**src/rtl/note_voice_allocator.sv**
```systemverilog
// note_voice_allocator
// Turns the camera's per-frame 12-key pressed vector into three 4-bit note codes
// (0 = silent, 1..12 = C4..B4). Each key is debounced over consecutive accepted frames,
// then held keys are assigned to free voice slots; a voice keeps its note until its key
// is released. Outputs update together once per accepted frame.
//
// Optional feature macro: NOTE_ALLOC_STEAL_EN
//   defined   - when no voice is free, the oldest voice is stolen for the new key
//   undefined - the key waits for a later frame; no age tracking is built
//
// state     | meaning
// IDLE      | waiting for keys_valid_in; captures the raw frame
// DEBOUNCE  | update per-key counters and debounced state
// RELEASE   | free every voice whose key is no longer pressed
// SCAN      | one key per cycle (k = 0..11), assign new keys to voices
// COMMIT    | copy working voices to the outputs in one step
module note_voice_allocator #(
    parameter int DEBOUNCE_FRAMES = 3
) (
    input  logic        clk_in,
    input  logic        rst_in,
    input  logic [11:0] keys_in,
    input  logic        keys_valid_in,
    output logic [3:0]  note_1_out,
    output logic [3:0]  note_2_out,
    output logic [3:0]  note_3_out,
    output logic [1:0]  active_voices_out,
    output logic        busy_out,
    output logic        frame_drop_out
);

    localparam logic [3:0] DB_LIMIT = 4'(DEBOUNCE_FRAMES);
    localparam logic [3:0] LAST_KEY = 4'd11;

    typedef enum logic [2:0] {
        ST_IDLE,
        ST_DEBOUNCE,
        ST_RELEASE,
        ST_SCAN,
        ST_COMMIT
    } state_t;

    state_t      state_q, state_d;
    logic [3:0]  scan_k_q, scan_k_d;
    logic [11:0] raw_q, raw_d;
    logic [11:0] deb_q, deb_d;
    logic [3:0]  cnt_q   [12];
    logic [3:0]  cnt_d   [12];
    logic [3:0]  voice_q [3];
    logic [3:0]  voice_d [3];
    logic [3:0]  note_q  [3];
    logic [3:0]  note_d  [3];
    logic [1:0]  active_q, active_d;
    logic        frame_drop_q, frame_drop_d;

    logic [3:0]  scan_code;
    logic        scan_held;
    logic        free_found;
    logic [1:0]  free_idx;
    logic [2:0]  keep;

`ifdef NOTE_ALLOC_STEAL_EN
    // Age rank among busy voices: 0 = newest. Kept compact (0..n-1) so the
    // oldest voice is always rank 2 when all three are busy.
    logic [1:0]  age_q [3];
    logic [1:0]  age_d [3];
    logic [1:0]  oldest_idx;
`endif

    // Lookups on the working voices: key held, lowest free voice, voices still pressed.
    always_comb begin
        scan_code  = scan_k_q + 4'd1;
        scan_held  = 1'b0;
        free_found = 1'b0;
        free_idx   = 2'd0;
        keep       = '0;
        for (int v = 2; v >= 0; v--) begin
            if (voice_q[v] == scan_code) begin
                scan_held = 1'b1;
            end
            if (voice_q[v] == 4'd0) begin
                free_found = 1'b1;
                free_idx   = 2'(v);
            end
            for (int k = 0; k < 12; k++) begin
                if ((voice_q[v] == 4'(k + 1)) && deb_q[k]) begin
                    keep[v] = 1'b1;
                end
            end
        end
`ifdef NOTE_ALLOC_STEAL_EN
        oldest_idx = 2'd0;
        for (int v = 0; v < 3; v++) begin
            if (age_q[v] == 2'd2) begin
                oldest_idx = 2'(v);
            end
        end
`endif
    end

    // Next-state and datapath updates for the frame-processing sequence.
    always_comb begin
        state_d      = state_q;
        scan_k_d     = scan_k_q;
        raw_d        = raw_q;
        deb_d        = deb_q;
        cnt_d        = cnt_q;
        voice_d      = voice_q;
        note_d       = note_q;
        active_d     = active_q;
`ifdef NOTE_ALLOC_STEAL_EN
        age_d        = age_q;
`endif
        // A strobe outside IDLE is ignored and flagged on the following cycle.
        frame_drop_d = keys_valid_in && (state_q != ST_IDLE);

        case (state_q)
            ST_IDLE: begin
                if (keys_valid_in) begin
                    raw_d   = keys_in;
                    state_d = ST_DEBOUNCE;
                end
            end

            ST_DEBOUNCE: begin
                for (int k = 0; k < 12; k++) begin
                    if (raw_q[k] == deb_q[k]) begin
                        cnt_d[k] = 4'd0;
                    end else if ((cnt_q[k] + 4'd1) == DB_LIMIT) begin
                        deb_d[k] = ~deb_q[k];
                        cnt_d[k] = 4'd0;
                    end else begin
                        cnt_d[k] = cnt_q[k] + 4'd1;
                    end
                end
                state_d = ST_RELEASE;
            end

            ST_RELEASE: begin
                for (int v = 0; v < 3; v++) begin
                    if (!keep[v]) begin
                        voice_d[v] = 4'd0;
                    end
                end
`ifdef NOTE_ALLOC_STEAL_EN
                // Re-rank survivors so ranks stay contiguous from 0.
                for (int v = 0; v < 3; v++) begin
                    age_d[v] = 2'd0;
                    if (keep[v]) begin
                        for (int u = 0; u < 3; u++) begin
                            if (keep[u] && (age_q[u] < age_q[v])) begin
                                age_d[v] = age_d[v] + 2'd1;
                            end
                        end
                    end
                end
`endif
                scan_k_d = 4'd0;
                state_d  = ST_SCAN;
            end

            ST_SCAN: begin
                if (deb_q[scan_k_q] && !scan_held) begin
                    if (free_found) begin
                        voice_d[free_idx] = scan_code;
`ifdef NOTE_ALLOC_STEAL_EN
                        for (int v = 0; v < 3; v++) begin
                            if (2'(v) == free_idx) begin
                                age_d[v] = 2'd0;
                            end else if (voice_q[v] != 4'd0) begin
                                age_d[v] = age_q[v] + 2'd1;
                            end
                        end
`endif
                    end
`ifdef NOTE_ALLOC_STEAL_EN
                    else begin
                        voice_d[oldest_idx] = scan_code;
                        for (int v = 0; v < 3; v++) begin
                            if (2'(v) == oldest_idx) begin
                                age_d[v] = 2'd0;
                            end else begin
                                age_d[v] = age_q[v] + 2'd1;
                            end
                        end
                    end
`endif
                end
                if (scan_k_q == LAST_KEY) begin
                    state_d = ST_COMMIT;
                end else begin
                    scan_k_d = scan_k_q + 4'd1;
                end
            end

            ST_COMMIT: begin
                note_d   = voice_q;
                active_d = {1'b0, voice_q[0] != 4'd0}
                         + {1'b0, voice_q[1] != 4'd0}
                         + {1'b0, voice_q[2] != 4'd0};
                state_d  = ST_IDLE;
            end

            default: begin
                state_d = ST_IDLE;
            end
        endcase
    end

    // All registers; reset returns every one of them to power-up values at once.
    always_ff @(posedge clk_in or posedge rst_in) begin
        if (rst_in) begin
            state_q      <= ST_IDLE;
            scan_k_q     <= 4'd0;
            raw_q        <= 12'd0;
            deb_q        <= 12'd0;
            active_q     <= 2'd0;
            frame_drop_q <= 1'b0;
            for (int k = 0; k < 12; k++) begin
                cnt_q[k] <= 4'd0;
            end
            for (int v = 0; v < 3; v++) begin
                voice_q[v] <= 4'd0;
                note_q[v]  <= 4'd0;
`ifdef NOTE_ALLOC_STEAL_EN
                age_q[v]   <= 2'd0;
`endif
            end
        end else begin
            state_q      <= state_d;
            scan_k_q     <= scan_k_d;
            raw_q        <= raw_d;
            deb_q        <= deb_d;
            active_q     <= active_d;
            frame_drop_q <= frame_drop_d;
            for (int k = 0; k < 12; k++) begin
                cnt_q[k] <= cnt_d[k];
            end
            for (int v = 0; v < 3; v++) begin
                voice_q[v] <= voice_d[v];
                note_q[v]  <= note_d[v];
`ifdef NOTE_ALLOC_STEAL_EN
                age_q[v]   <= age_d[v];
`endif
            end
        end
    end

    assign note_1_out        = note_q[0];
    assign note_2_out        = note_q[1];
    assign note_3_out        = note_q[2];
    assign active_voices_out = active_q;
    assign busy_out          = (state_q != ST_IDLE);
    assign frame_drop_out    = frame_drop_q;

endmodule

```
**config.mk**
```make
export PLATFORM = sky130hd
export DESIGN_NAME = note_voice_allocator
export DESIGN_NICKNAME = d
export VERILOG_FILES = /design/src/rtl/note_voice_allocator.sv
export SDC_FILE = /design/constraint.sdc
export NUM_CORES = 1
export LEC_CHECK = 0
export CORE_UTILIZATION = 60
export CTS_CLUSTER_SIZE = 24
export DETAILED_ROUTE_END_ITERATION = 16
export GPL_TIMING_DRIVEN = 1
export PLACE_DENSITY = 0.8
export SETUP_SLACK_MARGIN = 0.2
export SYNTH_ARGS = -nofsm -noshare
export SYNTH_HDL_FRONTEND = slang
export SYNTH_SLANG_ARGS = --single-unit
export TNS_END_PERCENT = 20
```
**constraint.sdc**
```tcl
create_clock -name clk_in -period 8.2 [get_ports clk_in]
set_clock_uncertainty 0.15 [all_clocks]
set_input_delay 1.64 -clock clk_in [delete_from_list [all_inputs] [get_ports clk_in]]
set_output_delay 1.64 -clock clk_in [all_outputs]
set_load 0.02 [all_outputs]
```
* Yosys cells after proc, flatten, opt, wreduce, memory -nomap -nowiden
Index checks and enable logic that the tools add are counted.
Word-level totals: register bits 106, input port bits 15, output and inout port bits 16, word-level logic and storage cells 306
Cells by class: add/sub/neg operators 15, order comparisons 3, equal/unequal tests 76, multiplexer cells 85, bitwise operators 25, reductions and logical operators 67
Operator list (number):
- 4-bit 2-to-1 mux | 29
- 4-bit by 2-bit == test with 1-bit output, second input constant | 18
- 4-bit == test, second input constant | 16
- 4-bit by 1-bit adder with 4-bit output, second input constant | 13
- 4-bit by 3-bit == test with 1-bit output, second input constant | 12
- 1-bit 2-to-1 mux | 43
- 1-bit logical AND | 39
- 3-bit AND reduction | 12
- 12-bit 2-to-1 mux | 2
- 1-bit NOT | 24
- 12-bit one-hot mux with 2 select lines | 1
- 2-bit != test, second input constant | 8
- 12-bit bitwise mux | 1
- 1-bit == test | 12
- 4-bit by 1-bit == test with 1-bit output, second input constant | 3
- 4-bit == test | 3
- 4-bit logical NOT | 3
- 3-bit one-hot mux with 4 select lines | 1
- 4-bit AND reduction | 3
- 4-bit nonzero test | 3
- 4-bit demux with 2-bit select | 1
- 4-bit one-hot mux with 2 select lines | 1
- 3-bit by 2-bit == test with 1-bit output, second input constant | 2
- 2-bit 2-to-1 mux | 3
- other kinds (15) | 18

* Logic depth before layout (Yosys ltp)
Gate-level depths: netlist (run 1).
depth in word-level cells 16, gate-level depth with buffers 7, gate-level depth less buffers 6

* Worst setup path before layout (run 1)
No wires, ideal clock.
path type register -> output, from register state_q[2], to output port busy_out, arrival 0.904 ns, required time 6.410 ns, slack 5.506 ns, stages on the path, launching flop included 2, path buffers 0, cell sequence dfrtp_1 > or3_1
Between the ends: cells in the longest elaborated chain, start to end 1
RTL lines:
- start, declared | line 43 | state_t state_q, state_d;
- start signal, assigned | line 230 | state_q <= state_d;
- 3-bit nonzero test | line 253 | assign busy_out = (state_q != ST_IDLE);
- end, declared | line 28 | output logic busy_out,
No other way between the ends.

* Worst setup path in the final report (run 1)
Ends and elaborated chain as after synthesis.

==> summary.json, run 1 <==
{
  "routing": {
    "drt-initial-drc-count": 140,
    "post_drt_via_cell_ratio": 5.86,
    "drc": 0,
    "wirelength_um": 12100,
    "detailroute.via_count": 4663,
    "first_pass_iters": 4,
    "drt-wirelength-per-cell_um": 15.2,
    "drt.antenna.violating_nets": 0
  },
  "synth": {
    "synth_mux_area_share_pct": 8.07,
    "post_synth.cell_area_avg_um2": 9.50,
    "most_frequent_cell_after_synthesis": "nand2_1",
    "synth_top_family_by_area": "simple AND/OR/NAND/NOR gates",
    "synth_enable_flop_cells": 0,
    "synth.largest_area_cell": "dfrtp_1",
    "synth_cell_types": 51,
    "syn-cell-area_um2": 6090,
    "syn_inst": 641,
    "ys_seq_area_share_pct": 43.5,
    "post-synth-top-area-fraction_pct": 43.5,
    "synth-async-reset-ratio_pct": 100,
    "synthTopCellsByCount": "nand2_1, dfrtp_1, o21ai_0",
    "primary_ff_master_synth": "dfrtp_1",
    "yosys.area_share.adder_pct": 5.46,
    "yosys.area_share.simple_pct": 20.7,
    "synth_seq_cells": 106,
    "synth-compound-area-share_pct": 14.9,
    "synth_xor_area_share_pct": 4.40,
    "synthTopCellsByArea": "dfrtp_1, nand2_1, ha_1, mux2_2, o21ai_0",
    "synth_fp_nets": 682,
    "synth.yosys.warnings": 0
  },
  "critical_path": {
    "critical_path.endpoint_type": "primary output",
    "crit_required_ns": 6.41,
    "timing.critical_path.fanout_max": 8,
    "timing.critical_path.arrival_ns": 1.86,
    "critical_path_class": "register to primary output",
    "worstSetupStartpointType": "register"
  },
  "die": {
    "die_height_um": 103,
    "num_rows": 36,
    "chip_width_um": 103,
    "die_area_um2": 10600,
    "initial_utilization_pct": 62.0,
    "io-pin-count": 31,
    "core-area_um2": 9820
  },
  "power_and_ir_drop": {
    "p_seq_share_pct": 43.9,
    "vdd_drop_max_mv": 0.274,
    "power_frac_clock_pct": 15.2,
    "netSwitchingFraction_pct": 42.5,
    "combinationalPowerShare_pct": 40.9,
    "p_switching_mw": 1.00,
    "leakage_nw": 2.82,
    "internal_power_mw": 1.35,
    "power_density_nw_per_um2": 351
  },
  "final_layout": {
    "antenna_cells": 0,
    "flow.area_growth_from_synthesis_pct": 9.88,
    "instances_no_fill": 796,
    "final_net_count": 699,
    "layout-drive-gt1-share_pct": 6.94
  },
  "cts": {
    "cts_hold_buf": 0,
    "cts_inserted_buffers": 9,
    "post_cts_clock_slew_at_the_launch_and_capture_registers_of_the_worst_setup_and_hold_paths_ns": 0.10,
    "cts.root.buffer_cell": "clkbuf_8",
    "clkLatencyLatePin_ns": 0.37,
    "postCtsSetupRepairBufs": 0,
    "cts-htree-levels": 3,
    "ctsResizeCount": 0,
    "clock_sink_count": 106,
    "tritoncts": "built",
    "clk_path_buf_depth": 2
  },
  "sta": {
    "fin_tns_setup_ns": 0,
    "timing.final.max_slew_violations": 0,
    "timing_worst_slew_pin_value_ns": 1.10,
    "finalCriticalPeriod_ns": 3.65,
    "maxSlewHeadroom_pct": 26.7,
    "clock.fmax_ghz": 0.274,
    "final-hold-violation-count": 0,
    "finalSetupViolCount": 0,
    "final.period_utilization_pct": 44.5,
    "grt_setup_unrepaired": "false"
  },
  "run": {
    "max_cap_violations": 0
  },
  "global_routing": {
    "globalRouteTotalUtil_pct": 24.9,
    "number_of_antenna_violations_at_the_first_check_in_global_routing": 0,
    "grt_max_degree": 61,
    "gr_ovfl_total": 0,
    "grt_pass1_vias": 4386,
    "grt_first_pass_wirelength_um": 20600
  },
  "place": {
    "place.detailed.hpwl_um": 8550,
    "routabilityCongestion": 0.850,
    "port-buffer-count": 30,
    "place.detailed.instances": 780
  },
  "hold_path": {
    "hold_path.class": "register to register"
  },
  "outcome": {
    "run_status": "complete, no violations"
  }
}
[layout by cell type (no fill, tap or decap), types with 3 or more instances in the layout]
cell type	n
nor4_1	3
mux2i_1	12
mux2_2	21
o22ai_1	5
xnor2_1	20
nand2_1	114
a21boi_0	7
o2bb2ai_1	10
nand3b_1	6
o31ai_1	24
clkdlybuf4s50_1	30
and3b_1	7
o21a_1	7
xor2_1	8
buf_4	3
a221oi_1	4
a21oi_1	19
nor2_1	17
inv_1	14
dfrtp_1	106
a22o_1	5
o21ai_0	37
nand2b_1	26
nor2b_1	9
ha_1	25
nand3_1	29
clkbuf_8	9
nor3_1	26
mux2_1	8
and2_1	14
o21ai_1	5
[power groups by stage]
stage	sequential, mW	combinational, mW	clock (mW)
finish	1.03	0.962	0.357
detailed placement	1.03	0.956	0
floorplan	0.889	0.861	0
CTS	1.02	0.961	0.365
global placement	1.02	0.908	0
global route	1.07	1.09	0.387
[worst max-delay path, stage by stage, from the launching register on]
cell and delay, ns:
dfrtp_1 0.48, or3_1 0.45, clkdlybuf4s50_1 0.56
[stage by stage]
step                      setup WS, ns  util, %  hold slack, ns  cell area, µm²  total power [mW]
final                             4.55     68.2           0.330            6690              2.35
after global routing              4.50     68.2           0.377            6690              2.54
after CTS                         4.53     68.2           0.337            6690              2.35
after detailed placement          4.44     65.9           0.313            6470              1.99
after global placement            4.48     65.9           0.312            6470              1.93
after floorplan                   3.62        -           0.344            6090              1.75
[worst paths after layout]
| kind | startpoint | to | slack, ns | depth (start not counted) |
|---|---|---|---|---|
| setup / recovery | state_q[2] | busy_out | 4.55 | 2 |
| hold / removal | note_3_out[2] | note_3_out[2] | 0.33 | 2 |
| setup reg to reg | scan_k_q[0] | voice_q[10] | 5.58 | 6 |
| hold reg to reg | note_3_out[2] | note_3_out[2] | 0.33 | 2 |
| max in group asynchronous | rst_in | cnt_q[17] | 5.27 | 3 |
| min in group asynchronous | rst_in | active_voices_out[1] | 1.58 | 2 |
[layout make-up]
cell class                      count  area (µm²)
Multi-Input combinational cell    493        3270
Fill cell                         794        3130
Sequential cell                   106        2650
Timing Repair Buffer               33         323
Tap cell                          133         166
Clock buffer                        9         124
Clock inverter                      7         101
Inverter                           15        58.8
[routing by layer]
metal | up-vias | part of all wire (%) | GRT usage [%]
met5 | - | 0 | 0
met4 | 0 | 1.3 | 8.13
met3 | 15 | 3.7 | 4.14
met2 | 73 | 49 | 42.3
met1 | 2292 | 46 | 32.7
li1 | 2283 | - | -
[sequential cells by signal, indices dropped and copies added, names as in the netlist]
signal             cells
active_voices_out      2
cnt_q                 48
deb_q                 12
frame_drop_out         1
note_1_out             4
note_2_out             4
note_3_out             4
raw_q                 12
scan_k_q               4
state_q                3
voice_q               12
[cell families (layout without fill, tap and decap cells)]
| kind of cell | after synthesis | count (layout) |
|---|---|---|
| simple gates | 259 | 259 |
| compound gates | 136 | 136 |
| flops | 106 | 106 |
| mux | 43 | 43 |
| buf+inv | 42 | 64 |
| xor+xnor | 29 | 29 |
| fa+ha+maj | 26 | 26 |
(Power assumes the default switching activity.)
==> inputs of run 2 (changes only) <==
--- a/config.mk
+++ b/config.mk
@@ -5,11 +5,11 @@
 export SDC_FILE = /design/constraint.sdc
 export NUM_CORES = 1
 export LEC_CHECK = 0
-export CORE_UTILIZATION = 60
+export CORE_UTILIZATION = 55
 export CTS_CLUSTER_SIZE = 24
 export DETAILED_ROUTE_END_ITERATION = 16
 export GPL_TIMING_DRIVEN = 1
-export PLACE_DENSITY = 0.8
+export PLACE_DENSITY = 0.77
 export SETUP_SLACK_MARGIN = 0.2
 export SYNTH_ARGS = -nofsm -noshare
 export SYNTH_HDL_FRONTEND = slang
==> constraint.sdc (replaced) <==
create_clock -name clk_in -period 3.3 [get_ports clk_in]
set_clock_uncertainty 0.15 [all_clocks]
set_input_delay 0.66 -clock clk_in [delete_from_list [all_inputs] [get_ports clk_in]]
set_output_delay 0.66 -clock clk_in [all_outputs]
set_load 0.02 [all_outputs]
==> run 2 against run 1 <==
Highest routed layer unchanged. Global-route usage is 1.2 points lower. Sequential share of layout area hardly changed. Design area hardly changed.
==> summary.json, run 2 (synthesized netlist as in run 1, its figures left out) <==
{
  "global_routing": {
    "gr_ovfl_total": {"value": 0, "change": "unchanged"},
    "grt_max_degree": {"value": 107, "change": "+75%"},
    "number_of_antenna_violations_at_the_first_check_in_global_routing": {"value": 0, "change": "unchanged"},
    "globalRouteTotalUtil": {"value": 23.8, "unit": "%", "change": "-1.2 points"},
    "grt_pass1_vias": {"value": 4573, "change": "+4.3%"},
    "grt_first_pass_wirelength": {"value": 21300, "unit": "µm", "change": "+3.5%"}
  },
  "die": {
    "initial_utilization": {"value": 56.4, "unit": "%", "change": "-5.6 points"},
    "die_height": {"value": 107, "unit": "µm", "change": "+4.4%"},
    "io-pin-count": {"value": 31, "change": "unchanged"},
    "chip_width": {"value": 107, "unit": "µm", "change": "+4.4%"},
    "num_rows": {"value": 38, "change": "+5.6%"},
    "die_area": {"value": 11500, "unit": "µm²", "change": "+8.9%"},
    "core-area": {"value": 10800, "unit": "µm²", "change": "+9.9%"}
  },
  "place": {
    "routabilityCongestion": {"value": 0.926, "change": "+8.9%"},
    "post_dp_cell_area": {"value": 6490, "unit": "µm²", "change": "+0.35%"},
    "place.detailed.instances": {"value": 787, "change": "+0.90%"},
    "place.detailed.hpwl": {"value": 8650, "unit": "µm", "change": "+1.1%"},
    "port-buffer-count": {"value": 30, "change": "unchanged"}
  },
  "final_layout": {
    "layout-drive-gt1-share": {"value": 6.80, "unit": "%", "change": "-0.14 points"},
    "final_net_count": {"value": 699, "change": "unchanged"},
    "leading_cell_type_in_the_layout_fill_and_taps_excluded": "nand2_1",
    "instances_no_fill": {"value": 802, "change": "+0.75%"},
    "layout_common_cells": "nand2_1, dfrtp_1, o21ai_0",
    "largest_register_ff_count": {"value": 48, "change": "unchanged"},
    "finish.instance_area": {"value": 6690, "unit": "µm²", "change": "about the same"},
    "antenna_cells": {"value": 0, "change": "unchanged"},
    "flow.area_growth_from_synthesis": {"value": 9.90, "unit": "%", "change": "about the same"},
    "largest_reg_by_ff_count": "cnt_q"
  },
  "sta": {
    "finalCriticalPeriod_ns": 2.64,
    "fin_tns_setup": {"value": 0, "unit": "ns", "change": "unchanged"},
    "finalSetupViolCount": {"value": 0, "change": "unchanged"},
    "clock.fmax_ghz": 0.378,
    "timing_worst_slew_pin_value": {"value": 1.07, "unit": "ns", "change": "-0.0247 ns"},
    "grt_setup_unrepaired": "false",
    "final.period_utilization_pct": 80.1,
    "maxSlewHeadroom": {"value": 28.6, "unit": "%", "change": "+1.9 points"},
    "final-hold-violation-count": {"value": 0, "change": "unchanged"},
    "whs": {"value": 0.335, "unit": "ns", "change": "+0.00450 ns"},
    "timing.final.max_slew_violations": {"value": 0, "change": "unchanged"}
  },
  "critical_path": {
    "worst_r2r_startpoint": "scan_k_q[0]",
    "setup.worst_path.start": "state_q[2]",
    "critical_path.endpoint_type": "primary output",
    "timing.rr.end": "voice_q[10]",
    "crit_required": {"value": 2.49, "unit": "ns", "change": "-3.92 ns"},
    "worstSetupStartpointType": "register",
    "critical_path.endpoint": "busy_out",
    "setup.reg_to_reg.worst_slack": {"value": 0.80, "unit": "ns", "change": "-4.78 ns"},
    "timing.critical_path.fanout_max": {"value": 8, "change": "unchanged"},
    "reg2regPathDepth": {"value": 6, "change": "unchanged"},
    "timing.critical_path.arrival": {"value": 1.83, "unit": "ns", "change": "-0.03 ns"},
    "critical_path_class": "register to primary output"
  },
  "cts": {
    "cts-htree-levels": {"value": 3, "change": "unchanged"},
    "clock_sink_count": {"value": 106, "change": "unchanged"},
    "clk_path_buf_depth": {"value": 2, "change": "unchanged"},
    "postCtsSetupRepairBufs": {"value": 0, "change": "unchanged"},
    "ctsResizeCount": {"value": 0, "change": "unchanged"},
    "clkLatencyLatePin": {"value": 0.38, "unit": "ns", "change": "about the same"},
    "cts_inserted_buffers": {"value": 9, "change": "unchanged"},
    "post_cts_clock_slew_at_the_launch_and_capture_registers_of_the_worst_setup_and_hold_paths": {"value": 0.08, "unit": "ns", "change": "-0.02 ns"},
    "tritoncts": "built",
    "cts.root.buffer_cell": "clkbuf_8",
    "cts_hold_buf": {"value": 0, "change": "unchanged"}
  },
  "power_and_ir_drop": {
    "vdd_drop_max": {"value": 0.432, "unit": "mV", "change": "+58%"},
    "power_density": {"value": 862, "unit": "nW/µm²", "change": "+150%"},
    "leakage": {"value": 2.82, "unit": "nW", "change": "about the same"}
  },
  "routing": {
    "detailroute.via_count": {"value": 4779, "change": "+2.5%"},
    "wirelength": {"value": 12500, "unit": "µm", "change": "+3.8%"},
    "drc": {"value": 0, "change": "unchanged"},
    "drt-initial-drc-count": {"value": 375, "change": "+170%"},
    "drt.antenna.violating_nets": {"value": 0, "change": "unchanged"},
    "first_pass_iters": {"value": 5, "change": "+1"},
    "post_drt_via_cell_ratio": {"value": 5.96, "change": "+1.7%"},
    "drt-wirelength-per-cell": {"value": 15.6, "unit": "µm", "change": "+3.0%"}
  },
  "hold_path": {
    "hold_path.class": "register to register"
  },
  "run": {
    "max_cap_violations": {"value": 0, "change": "unchanged"}
  },
  "outcome": {
    "run_status": "complete, no violations"
  }
}
[run 2: changes by cell type in the layout (fill, tap and decap cells not counted), sizes merged]
cell      change
bufinv        -1
clkbuf        +4
clkinv        -1
clkinvlp      -1
inv           -2
[run 2: power by group]
part	leakage [nW]	total, mW	switching (mW)	internal [mW]
Clock	0.106	0.831	0.423	0.408
Combinational	1.31	2.36	1.21	1.15
Sequential	1.40	2.58	0.817	1.76
Total	2.82	5.77	2.45	3.32
[run 2: worst min path at each step]
| stage | from | to | slack (ns) | depth (start not counted) |
|---|---|---|---|---|
| 2_1_floorplan | cnt_q[10] | cnt_q[10] | 0.34 | 2 |
| 3_3_place_gp | note_1_out[1] | note_1_out[1] | 0.31 | 2 |
| 3_5_place_dp | note_3_out[0] | note_3_out[0] | 0.31 | 2 |
| 4_1_cts | note_3_out[0] | note_3_out[0] | 0.34 | 2 |
| 5_1_grt | note_3_out[1] | note_3_out[1] | 0.36 | 2 |
| 6_report | note_2_out[3] | note_2_out[3] | 0.33 | 2 |
[run 2: metrics by stage]
| stage | util (%) | total power, mW | setup slack, ns |
|---|---|---|---|
| 3_5_place_dp | 60.1 | 4.94 | 0.850 |
| 2_1_floorplan | - | 4.35 | 1.20 |
| 5_1_grt | 62.0 | 6.24 | 0.586 |
| 6_report | 62.0 | 5.77 | 0.655 |
| 3_3_place_gp | 60.1 | 4.78 | 0.886 |
| 4_1_cts | 62.0 | 5.78 | 0.638 |
[run 2: worst max-delay path, cell delays in order (launching register included)]
cell	delay [ns]
dfrtp_1	0.47
or3_1	0.43
clkdlybuf4s50_1	0.56
[run 2: area by class of cell]
type / instances / area, µm²
Clock inverter: 2 / 35.0
Multi-Input combinational cell: 493 / 3270
Sequential cell: 106 / 2650
Timing Repair Buffer: 33 / 335
Clock buffer: 13 / 169
Inverter: 15 / 60.1
Fill cell: 876 / 4100
Tap cell: 140 / 175
[run 2: metal layers]
| layer | global-route usage [%] | wire length [µm] | up-vias | share of wire, % |
|---|---|---|---|---|
| li1 | - | - | 2285 | - |
| met1 | 31.0 | 5660 | 2360 | 45 |
| met2 | 39.0 | 6080 | 109 | 49 |
| met3 | 4.26 | 506 | 25 | 4.0 |
| met4 | 9.88 | 261 | 0 | 2.1 |
| met5 | 0 | 0 | - | 0 |
==> inputs of run 3 (changes only) <==
--- a/config.mk
+++ b/config.mk
@@ -5,11 +5,11 @@
 export SDC_FILE = /design/constraint.sdc
 export NUM_CORES = 1
 export LEC_CHECK = 0
-export CORE_UTILIZATION = 55
+export CORE_UTILIZATION = 60
 export CTS_CLUSTER_SIZE = 24
 export DETAILED_ROUTE_END_ITERATION = 16
 export GPL_TIMING_DRIVEN = 1
-export PLACE_DENSITY = 0.77
+export PLACE_DENSITY = 0.8
 export SETUP_SLACK_MARGIN = 0.2
 export SYNTH_ARGS = -nofsm -noshare
 export SYNTH_HDL_FRONTEND = slang
==> constraint.sdc (replaced) <==
create_clock -name clk_in -period 2.5 [get_ports clk_in]
set_clock_uncertainty 0.15 [all_clocks]
set_input_delay 0.5 -clock clk_in [delete_from_list [all_inputs] [get_ports clk_in]]
set_output_delay 0.5 -clock clk_in [all_outputs]
set_load 0.02 [all_outputs]
==> run 3 against run 2 <==
Sequential power up 30%. Flip-flop and latch count stayed put. Power is 34% higher. Die area decreased by 8.2%. Non-clock buffer count up 6. Core utilization increased by 6.4 points. Design area grew 0.37%. Combinational power is 40% higher. Setup slack lost 0.40 ns. Global-route usage grew 2.1 points. Register-to-register slack got worse by 0.44 ns.
==> summary.json, run 3 (synthesized netlist as in run 1, its figures left out) <==
{
  "final_layout": {
    "leading_cell_type_in_the_layout_fill_and_taps_excluded": "nand2_1",
    "antenna_cells": {"value": 0, "change": "unchanged"},
    "layout_common_cells": "nand2_1, dfrtp_1, o21ai_0",
    "layout.core_utilization": {"value": 68.4, "unit": "%", "change": "+6.4 points"},
    "layout-drive-gt1-share": {"value": 7.63, "unit": "%", "change": "+0.84 points"},
    "final_net_count": {"value": 705, "change": "+0.86%"},
    "largest_reg_by_ff_count": "cnt_q",
    "largest_register_ff_count": {"value": 48, "change": "unchanged"},
    "flow.area_growth_from_synthesis_pct": 10.3,
    "finish.instance_area": {"value": 6720, "unit": "µm²", "change": "+0.37%"}
  },
  "die": {
    "num_rows": {"value": 36, "change": "-5.3%"},
    "initial_utilization": {"value": 62.0, "unit": "%", "change": "+5.6 points"},
    "chip_width": {"value": 103, "unit": "µm", "change": "-4.2%"},
    "die_height": {"value": 103, "unit": "µm", "change": "-4.2%"},
    "io-pin-count": {"value": 31, "change": "unchanged"},
    "die_area": {"value": 10600, "unit": "µm²", "change": "-8.2%"},
    "core-area": {"value": 9820, "unit": "µm²", "change": "-9.0%"}
  },
  "outcome": {
    "run_status": "complete, no violations"
  },
  "cts": {
    "post_cts_clock_slew_at_the_launch_and_capture_registers_of_the_worst_setup_and_hold_paths": {"value": 0.09, "unit": "ns", "change": "about the same"},
    "cts.root.buffer_cell": "clkbuf_8",
    "clock_sink_count": {"value": 106, "change": "unchanged"},
    "tritoncts": "built",
    "cts_inserted_buffers": {"value": 9, "change": "unchanged"},
    "clk_path_buf_depth": {"value": 2, "change": "unchanged"},
    "postCtsSetupRepairBufs": {"value": 0, "change": "unchanged"},
    "cts-htree-levels": {"value": 3, "change": "unchanged"},
    "clkLatencyLatePin": {"value": 0.38, "unit": "ns", "change": "about the same"}
  },
  "sta": {
    "fin_tns_setup": {"value": 0, "unit": "ns", "change": "unchanged"},
    "final.period_utilization_pct": 89.9,
    "maxSlewHeadroom": {"value": 58.3, "unit": "%", "change": "+30 points"},
    "timing.final.max_slew_violations": {"value": 0, "change": "unchanged"},
    "finalSetupViolCount": {"value": 0, "change": "unchanged"},
    "timing_worst_slew_pin_value": {"value": 0.620, "unit": "ns", "change": "-0.451 ns"},
    "clock.fmax_ghz": 0.445,
    "grt_setup_unrepaired": "true",
    "final-hold-violation-count": {"value": 0, "change": "unchanged"},
    "finalCriticalPeriod_ns": 2.25,
    "setup_slack_after_layout": {"value": 0.252, "unit": "ns", "change": "-0.403 ns"}
  },
  "critical_path": {
    "reg2regPathDepth": {"value": 6, "change": "unchanged"},
    "timing.critical_path.fanout_max": {"value": 8, "change": "unchanged"},
    "worst_r2r_startpoint": "scan_k_q[1]",
    "critical_path_class": "register to primary output",
    "timing.rr.end": "voice_q[8]",
    "sequence_of_cells_on_the_critical_path": "or3_1, dlygate4sd2_1",
    "setup.reg_to_reg.worst_slack": {"value": 0.36, "unit": "ns", "change": "-0.44 ns"},
    "critical-path-slowest-cell": "dfrtp_1",
    "worstSetupStartpointType": "register",
    "critical_path.endpoint_type": "primary output",
    "crit_required": {"value": 1.85, "unit": "ns", "change": "-0.64 ns"},
    "kind_of_cell_with_the_highest_combined_delay_on_the_critical_path": "flip-flops",
    "timing.critical_path.arrival": {"value": 1.60, "unit": "ns", "change": "-0.23 ns"},
    "setup.worst_path.start": "state_q[2]",
    "critPathBufInv": {"value": 1, "change": "unchanged"},
    "worst_path_largest_cell_delay": {"value": 0.47, "unit": "ns", "change": "-0.09 ns"}
  },
  "place": {
    "port-buffer-count": {"value": 30, "change": "unchanged"},
    "routabilityCongestion": {"value": 0.854, "change": "-7.8%"},
    "dp_slack": {"value": 0.286, "unit": "ns", "change": "-0.564 ns"},
    "place.detailed.hpwl": {"value": 8760, "unit": "µm", "change": "+1.3%"},
    "post_dp_cell_area": {"value": 6530, "unit": "µm²", "change": "+0.56%"}
  },
  "hold_path": {
    "whs_endpoint": "note_3_out[1]",
    "min-delay-start": "note_3_out[1]",
    "hold_path.class": "register to register",
    "holdPathStages": {"value": 2, "change": "unchanged"}
  },
  "global_routing": {
    "number_of_antenna_violations_at_the_first_check_in_global_routing": {"value": 0, "change": "unchanged"},
    "gr_ovfl_total": {"value": 0, "change": "unchanged"},
    "globalRouteTotalUtil": {"value": 25.9, "unit": "%", "change": "+2.1 points"},
    "grt_first_pass_wirelength": {"value": 21200, "unit": "µm", "change": "-0.71%"},
    "grt_pass1_vias": {"value": 4561, "change": "-0.26%"},
    "grt_max_degree": {"value": 107, "change": "unchanged"}
  },
  "routing": {
    "post_drt_via_cell_ratio": {"value": 5.92, "change": "-0.71%"},
    "detailroute.via_count": {"value": 4739, "change": "-0.84%"},
    "drt-initial-drc-count": {"value": 331, "change": "-12%"},
    "first_pass_iters": {"value": 5, "change": "unchanged"},
    "drt-wirelength-per-cell": {"value": 15.7, "unit": "µm", "change": "+0.35%"},
    "wirelength": {"value": 12500, "unit": "µm", "change": "+0.22%"},
    "drc": {"value": 0, "change": "unchanged"},
    "drt.antenna.violating_nets": {"value": 0, "change": "unchanged"}
  },
  "power_and_ir_drop": {
    "power_density": {"value": 1150, "unit": "nW/µm²", "change": "+33%"},
    "leakage": {"value": 2.83, "unit": "nW", "change": "+0.26%"},
    "power.total": {"value": 7.70, "unit": "mW", "change": "+34%"},
    "vdd_drop_max": {"value": 0.515, "unit": "mV", "change": "+19%"}
  },
  "run": {
    "max_cap_violations": {"value": 0, "change": "unchanged"}
  }
}
run 3: cell types whose count changed in the layout (fill, tap and decap cells not counted), sizes merged:
cell           previous run  this run
buf                       3         9
clkbuf                   13        11
clkinvlp                  1         3
clkdlybuf4s50            30        29
dlygate4sd2               0         1
run 3: tightest hold or removal path, cell delays in order (launching register included):
cell	delay, ns
dfrtp_1	0.35
nand2_1	0.05
nand2_1	0.06
run 3: timing repair:
| action | 4_1_cts | 5_1_grt |
|---|---|---|
| gates resized for setup | 1 | 2 |
| gates cloned | 0 | 0 |
| hold buffers | 0 | 0 |
| setup endpoints to repair | 1 | 13 |
run 3: worst max-delay path by stage:
stage                  endpoint  slack, ns  cells after the start
global placement    voice_q[10]       0.36                      6
CTS                    busy_out       0.24                      2
detailed placement   voice_q[8]       0.29                      6
global route           busy_out       0.20                      2
floorplan           voice_q[10]       0.40                      7
finish                 busy_out       0.25                      2
run 3: per-layer routing:
metal  track usage [%]  routed length, µm
met5                 0                  0
met4              9.53                217
met3              4.07                554
met2              43.5               6140
met1              34.1               5630
run 3: area by class of cell:
| class | instances | area [µm²] |
|---|---|---|
| timing repair buffer | 39 | 379 |
| inverter | 15 | 60.1 |
| fill | 785 | 3100 |
| tap | 133 | 166 |
| clock inverter | 4 | 53.8 |
| clock buffer | 11 | 131 |
| multi-input combinational | 493 | 3270 |
| sequential | 106 | 2650 |
run 3: per-stage QoR:
| step | cells | hold slack [ns] |
|---|---|---|
| floorplan | 641 | 0.344 |
| global placement | 786 | 0.311 |
| detailed placement | 786 | 0.313 |
| CTS | 801 | 0.337 |
| global route | 801 | 0.372 |
| finish | 801 | 0.333 |
run 3: report_power, final:
part	switching, mW	leakage (nW)	internal, mW
registers	1.03	1.40	2.33
clock network	0.575	0.0856	0.461
logic	1.70	1.34	1.61
total	3.30	2.83	4.40
